**config.mk**
```make
export PLATFORM = sky130hd
export DESIGN_NAME = stream_rr_arbiter
export DESIGN_NICKNAME = d
export VERILOG_FILES = /design/src/rtl/stream_rr_arbiter.sv
export SDC_FILE = /design/constraint.sdc
export NUM_CORES = 1
export LEC_CHECK = 0
export ABC_AREA = 1
export CAP_MARGIN = 20
export CORE_ASPECT_RATIO = 1.4
export CORE_MARGIN = 5
export CORE_UTILIZATION = 44
export CTS_BUF_LIST = sky130_fd_sc_hd__clkbuf_8
export CTS_CLUSTER_SIZE = 40
export DETAILED_ROUTE_END_ITERATION = 10
export GPL_TIMING_DRIVEN = 0
export PLACE_DENSITY = 0.92
export SLEW_MARGIN = 20
export SYNTH_ARGS = -nofsm -noshare
export SYNTH_HDL_FRONTEND = slang
export SYNTH_SLANG_ARGS = --single-unit
```
**constraint.sdc**
```tcl
create_clock -name iCLK -period 1.6 [get_ports iCLK]
set_input_delay 0.24 -clock iCLK [delete_from_list [all_inputs] [get_ports iCLK]]
set_output_delay 0.24 -clock iCLK [all_outputs]
set_load 0.03 [all_outputs]
```
**src/rtl/stream_rr_arbiter.sv**
```systemverilog
// stream_rr_arbiter: round-robin share of one registered valid/ready slot among N sources, locked for BEAT beats per grant
module stream_rr_arbiter #(
    parameter int N     = 4,
    parameter int WIDTH = 8,
    parameter int BEAT  = 16
) (
    input  logic                 iCLK,
    input  logic                 iRST,
    input  logic [N-1:0]         iValid_AM,
    output logic [N-1:0]         oReady_AM,
    input  logic [N*WIDTH-1:0]   iData_AM,
    output logic                 oValid_BM,
    input  logic                 iReady_BM,
    output logic [WIDTH-1:0]     oData_BM,
    output logic [$clog2(N)-1:0] oGrant_BM,
    output logic                 oLast_BM
);
    localparam int GW = $clog2(N);
    localparam int CW = BEAT > 1 ? $clog2(BEAT) : 1;

    typedef enum logic {IDLE, LOCK} state_t;

    state_t        state;
    logic [GW-1:0] grant, ptr, pick, idx;
    logic [CW-1:0] count;
    logic          free, xfer, last, found;

    // handshake decode: only the locked requester may see ready, and only when the slot can take a beat
    always_comb begin
        free      = !oValid_BM || iReady_BM;
        last      = count == CW'(BEAT - 1);
        xfer      = state == LOCK && iValid_AM[grant] && free;
        oReady_AM = (state == LOCK && free) ? {{(N-1){1'b0}}, 1'b1} << grant : '0;
    end

    // first valid requester after the last grant, wrapping modulo N
    always_comb begin
        pick  = '0;
        found = 1'b0;
        idx   = '0;
        for (int i = 1; i <= N; i++) begin
            idx = GW'((int'(ptr) + i) % N);
            if (!found && iValid_AM[idx]) begin
                pick  = idx;
                found = 1'b1;
            end
        end
    end

    // grant FSM plus the output slot; the slot only drops valid when downstream takes it
    always_ff @(posedge iCLK) begin
        if (iRST) begin
            state     <= IDLE;
            grant     <= '0;
            count     <= '0;
            ptr       <= GW'(N - 1);
            oValid_BM <= 1'b0;
            oData_BM  <= '0;
            oGrant_BM <= '0;
            oLast_BM  <= 1'b0;
        end else begin
            if (state == IDLE) begin
                if (|iValid_AM) begin
                    grant <= pick;
                    count <= '0;
                    state <= LOCK;
                end
            end else if (xfer) begin
                count <= last ? '0 : count + 1'b1;
                if (last) begin
                    ptr   <= grant;
                    state <= IDLE;
                end
            end
            if (xfer) begin
                oValid_BM <= 1'b1;
                oData_BM  <= iData_AM[grant*WIDTH +: WIDTH];
                oGrant_BM <= grant;
                oLast_BM  <= last;
            end else if (iReady_BM) begin
                oValid_BM <= 1'b0;
            end
        end
    end
endmodule

```
==> summary.log <==
qor: final_layout.nNetsFinal 322
qor: final_layout.fraction_of_layout_cells_with_a_size_suffix_above_1 10.7%
qor: logic_synthesis.seq_area_frac_synth 31.1%
qor: placement.global_placement_routability_congestion 0.817
qor: critical_path.path_buf_inv 3
qor: sta.relSlewSlack 70.3%
qor: final_layout.antenna_cells_inserted 0
qor: sta.max_freq 634 MHz
qor: floorplanning.die-height 75.5 um
qor: placement.placed_cells_incl_taps 314
qor: critical_path.cpMaxStageDelayCell dfxtp_1
qor: logic_synthesis.synth_flop_cell dfxtp_1
qor: floorplanning.fp.dieW 56.8 um
qor: sta.unrepaired_setup_endpoints_after_global_routing true
qor: flow_run.max_cap_viol_count 0
qor: clocking.holdBufCountCts 0
qor: logic_synthesis.synth-edff-count 0
qor: critical_path.critPathCaptureType output pin
qor: logic_synthesis.compound_cell_area_share_of_the_yosys_netlist 18.2%
qor: logic_synthesis.synthesis.yosys.warnings 0
qor: sta.worst_max_slew_pin_slew 0.445 ns
qor: global_route.maximum_number_of_pins_on_one_net_before_global_route_repair 12
qor: pwr.cellPowerDensity 730 nW/um^2
qor: detailed_routing.route.detailed.wl_per_inst 12.7 um
qor: clocking.ctsHtreeMaxLevel 1
qor: clocking.path_clk_slew 0.08 ns
qor: sta.period_needed 1.58 ns
qor: clocking.cts-root-to-sink-buffers 2
qor: global_route.grtUsageTotal 18.7%
qor: clocking.number_of_buffers_created_by_cts 3
qor: logic_synthesis.synth_area_per_cell 6.05 sq um
qor: pwr.fin_total_pwr 1.46 mW
qor: pwr.total_leakage_power 0.926 nW
qor: logic_synthesis.synth-seq-cells 21
qor: logic_synthesis.synth_top_area_share 31.1%
qor: pwr.ir_drop 0.694 mV
qor: detailed_routing.drt-initial-drc-count 26
qor: clocking.root_buffer clkbuf_8
qor: final_layout.final_core_utilization 68.8%
qor: logic_synthesis.synthArstFlopShare 0%
qor: critical_path.timing.critical_path.mode_cell buf_4
qor: logic_synthesis.synth.lib_cells_used.distinct 27
qor: placement.buffer_ports.inserted 54
qor: detailed_routing.drt.antenna.violating_nets 0
qor: clocking.cts_tree built
qor: logic_synthesis.yosys.area_share.adder 0.927%
qor: critical_path.critPathArrivalTime 1.34 ns
qor: final_layout.synthToLayoutAreaGrowth 48.2%
qor: min_path.hold_path.class reg -> reg
qor: global_route.wire_length_of_the_first_global_routing_pass 6510 um
qor: detailed_routing.wl 4040 um
qor: sta.final-max-slew-violation-count 0
qor: logic_synthesis.synth-simple-area-share 38.7%
qor: detailed_routing.route.vias.total 1,615
qor: logic_synthesis.synth_top_family_by_area simple AND/OR/NAND/NOR gates
qor: critical_path.critPathKind reg -> out
qor: sta.timing_hold_violations_final 0
qor: logic_synthesis.synth-xor-area-share 0%
qor: logic_synthesis.netlist_area 1350 sq um
qor: status.run_status finished, final reports clean
qor: logic_synthesis.synth_mux_area_share 0%
qor: floorplanning.io-pin-count 55
qor: global_route.globalRoute.totalOverflow 0
qor: critical_path.critical_path_fanouts_max 10
qor: global_route.first_global_vias 1,532
qor: final_layout.most_frequent_standard_cell_in_the_layout_excluding_fill_and_tap_cells nand2_1
qor: logic_synthesis.synthesis.nets 263
qor: global_route.antenna_found_initial 0
qor: logic_synthesis.netlist_top_cells_area dfxtp_1 (31%), nand2_1 (18%), nor2_1 (9.2%)
qor: logic_synthesis.post_synthesis_cells 223
qor: sta.finalSetupViolCount 0
qor: critical_path.timing.critical_path.max_delay_family buffers and inverters
qor: floorplanning.die-area 4290 sq um
qor: sta.period_utilization_post_route 98.5%
qor: sta.skew 0.00353 ns
qor: clocking.cts_num_sinks 21
qor: placement.dpl.hpwl 3160 um
qor: final_layout.final_cell_count_no_fill 318
qor: critical_path.required 1.36 ns
qor: critical_path.worst_setup_path_start_kind flop
qor: floorplanning.core_region_area 2910 sq um
qor: sta.setup_total_negative_slack 0 ns
qor: detailed_routing.drc_errors 0
qor: critical_path.timing.critical_path.cells buf_4 -> buf_4 -> nor3_2 -> buf_4
qor: clocking.clk-insertion-delay-late 0.26 ns
qor: final_layout.final_cell_mix nand2_1 (62), clkdlybuf4s50_1 (50), nor2_1 (33)
qor: floorplanning.std_cell_rows 23
qor: detailed_routing.detail_route.vias_per_cell 5.08
qor: logic_synthesis.synth.largest_area_cell dfxtp_1
qor: detailed_routing.drt_pre_antenna_iters 4
qor: floorplanning.floorplan.initialDensity 46.4%
qor: critical_path.peak_per_stage_delay_on_the_critical_path 0.30 ns
==> power by group <==
group	switching, mW	internal, mW	leakage, nW	total [mW]
Sequential	0.0267	0.562	0.172	0.589
Clock	0.168	0.171	0.0269	0.339
Combinational	0.292	0.240	0.727	0.532
==> path summary, 6_finish.rpt <==
check / to / cells after the start / slack (ns) / startpoint
worst max-delay path: oReady_AM[2] / 4 / 0.02 / grant[0]
worst max register to register: oData_BM[5] / 10 / 0.12 / grant[0]
worst min register to register: oLast_BM / 2 / 0.46 / oLast_BM
worst min-delay path: oLast_BM / 2 / 0.46 / oLast_BM
==> final cells by class <==
| cell class | instances | area (sq um) |
|---|---|---|
| Clock buffer | 3 | 41.3 |
| Inverter | 26 | 98.8 |
| Buffer | 7 | 53.8 |
| Multi-Input combinational cell | 169 | 807 |
| Sequential cell | 21 | 422 |
| Timing Repair Buffer | 54 | 528 |
| Clock inverter | 1 | 3.75 |
| Tap cell | 37 | 46.3 |
| Fill cell | 249 | 906 |
==> cell usage after synthesis, types with 2 or more instances <==
master,number
nand2_1,63
nor2_1,33
a21oi_1,21
dfxtp_1,21
inv_1,20
nand3_1,16
o21ai_1,9
o21ai_0,8
inv_2,5
nor3_1,4
a211oi_1,3
buf_4,2
buf_6,2
clkbuf_1,2
o211ai_1,2
==> routing by layer <==
layer	up-vias	wire length, um	global-route usage [%]
met5	-	0	0
met4	0	33	6.44
met3	2	191	2.88
met2	46	2300	36.0
met1	730	1520	20.9
li1	837	-	-
==> state kept, by name, summed over array words and instances (netlist names) <==
register / cells
count: 4
grant: 2
oData_BM: 8
oGrant_BM: 2
oLast_BM: 1
oValid_BM: 1
ptr: 2
state: 1
==> tightest hold or removal path: cells and delay by family, from the launching register on <==
kind / cells / cell delay, ns
AOI/OAI and AO/OA: 1 / 0.05
and+or+nand+nor: 1 / 0.06
DFF: 1 / 0.31
==> metrics by stage <==
stage,cell area [sq um],hold slack [ns],setup slack (ns)
after floorplan,1350,0.309,0.0405
after global placement,1940,0.447,-0.451
after detailed placement,1940,0.449,-0.446
after CTS,1980,0.461,-0.0182
after global routing,2000,0.475,-0.0369
final,2000,0.460,0.0235
==> kinds of logic (layout without fill, tap and decap cells) <==
kind of cell,count (synthesis),count (layout)
buffers and inverters,33,91
AOI/OAI and AO/OA,45,45
DFF,21,21
adders and majority gates,1,1
and+or+nand+nor,123,123
==> repair_timing <==
action	CTS	global route
endpoints found under the hold margin	0	0
buffers inserted	0	0
endpoints found under the setup margin	4	21
resized for setup	26	10
gates cloned	0	0
Power figures use the tool's default switching activity.
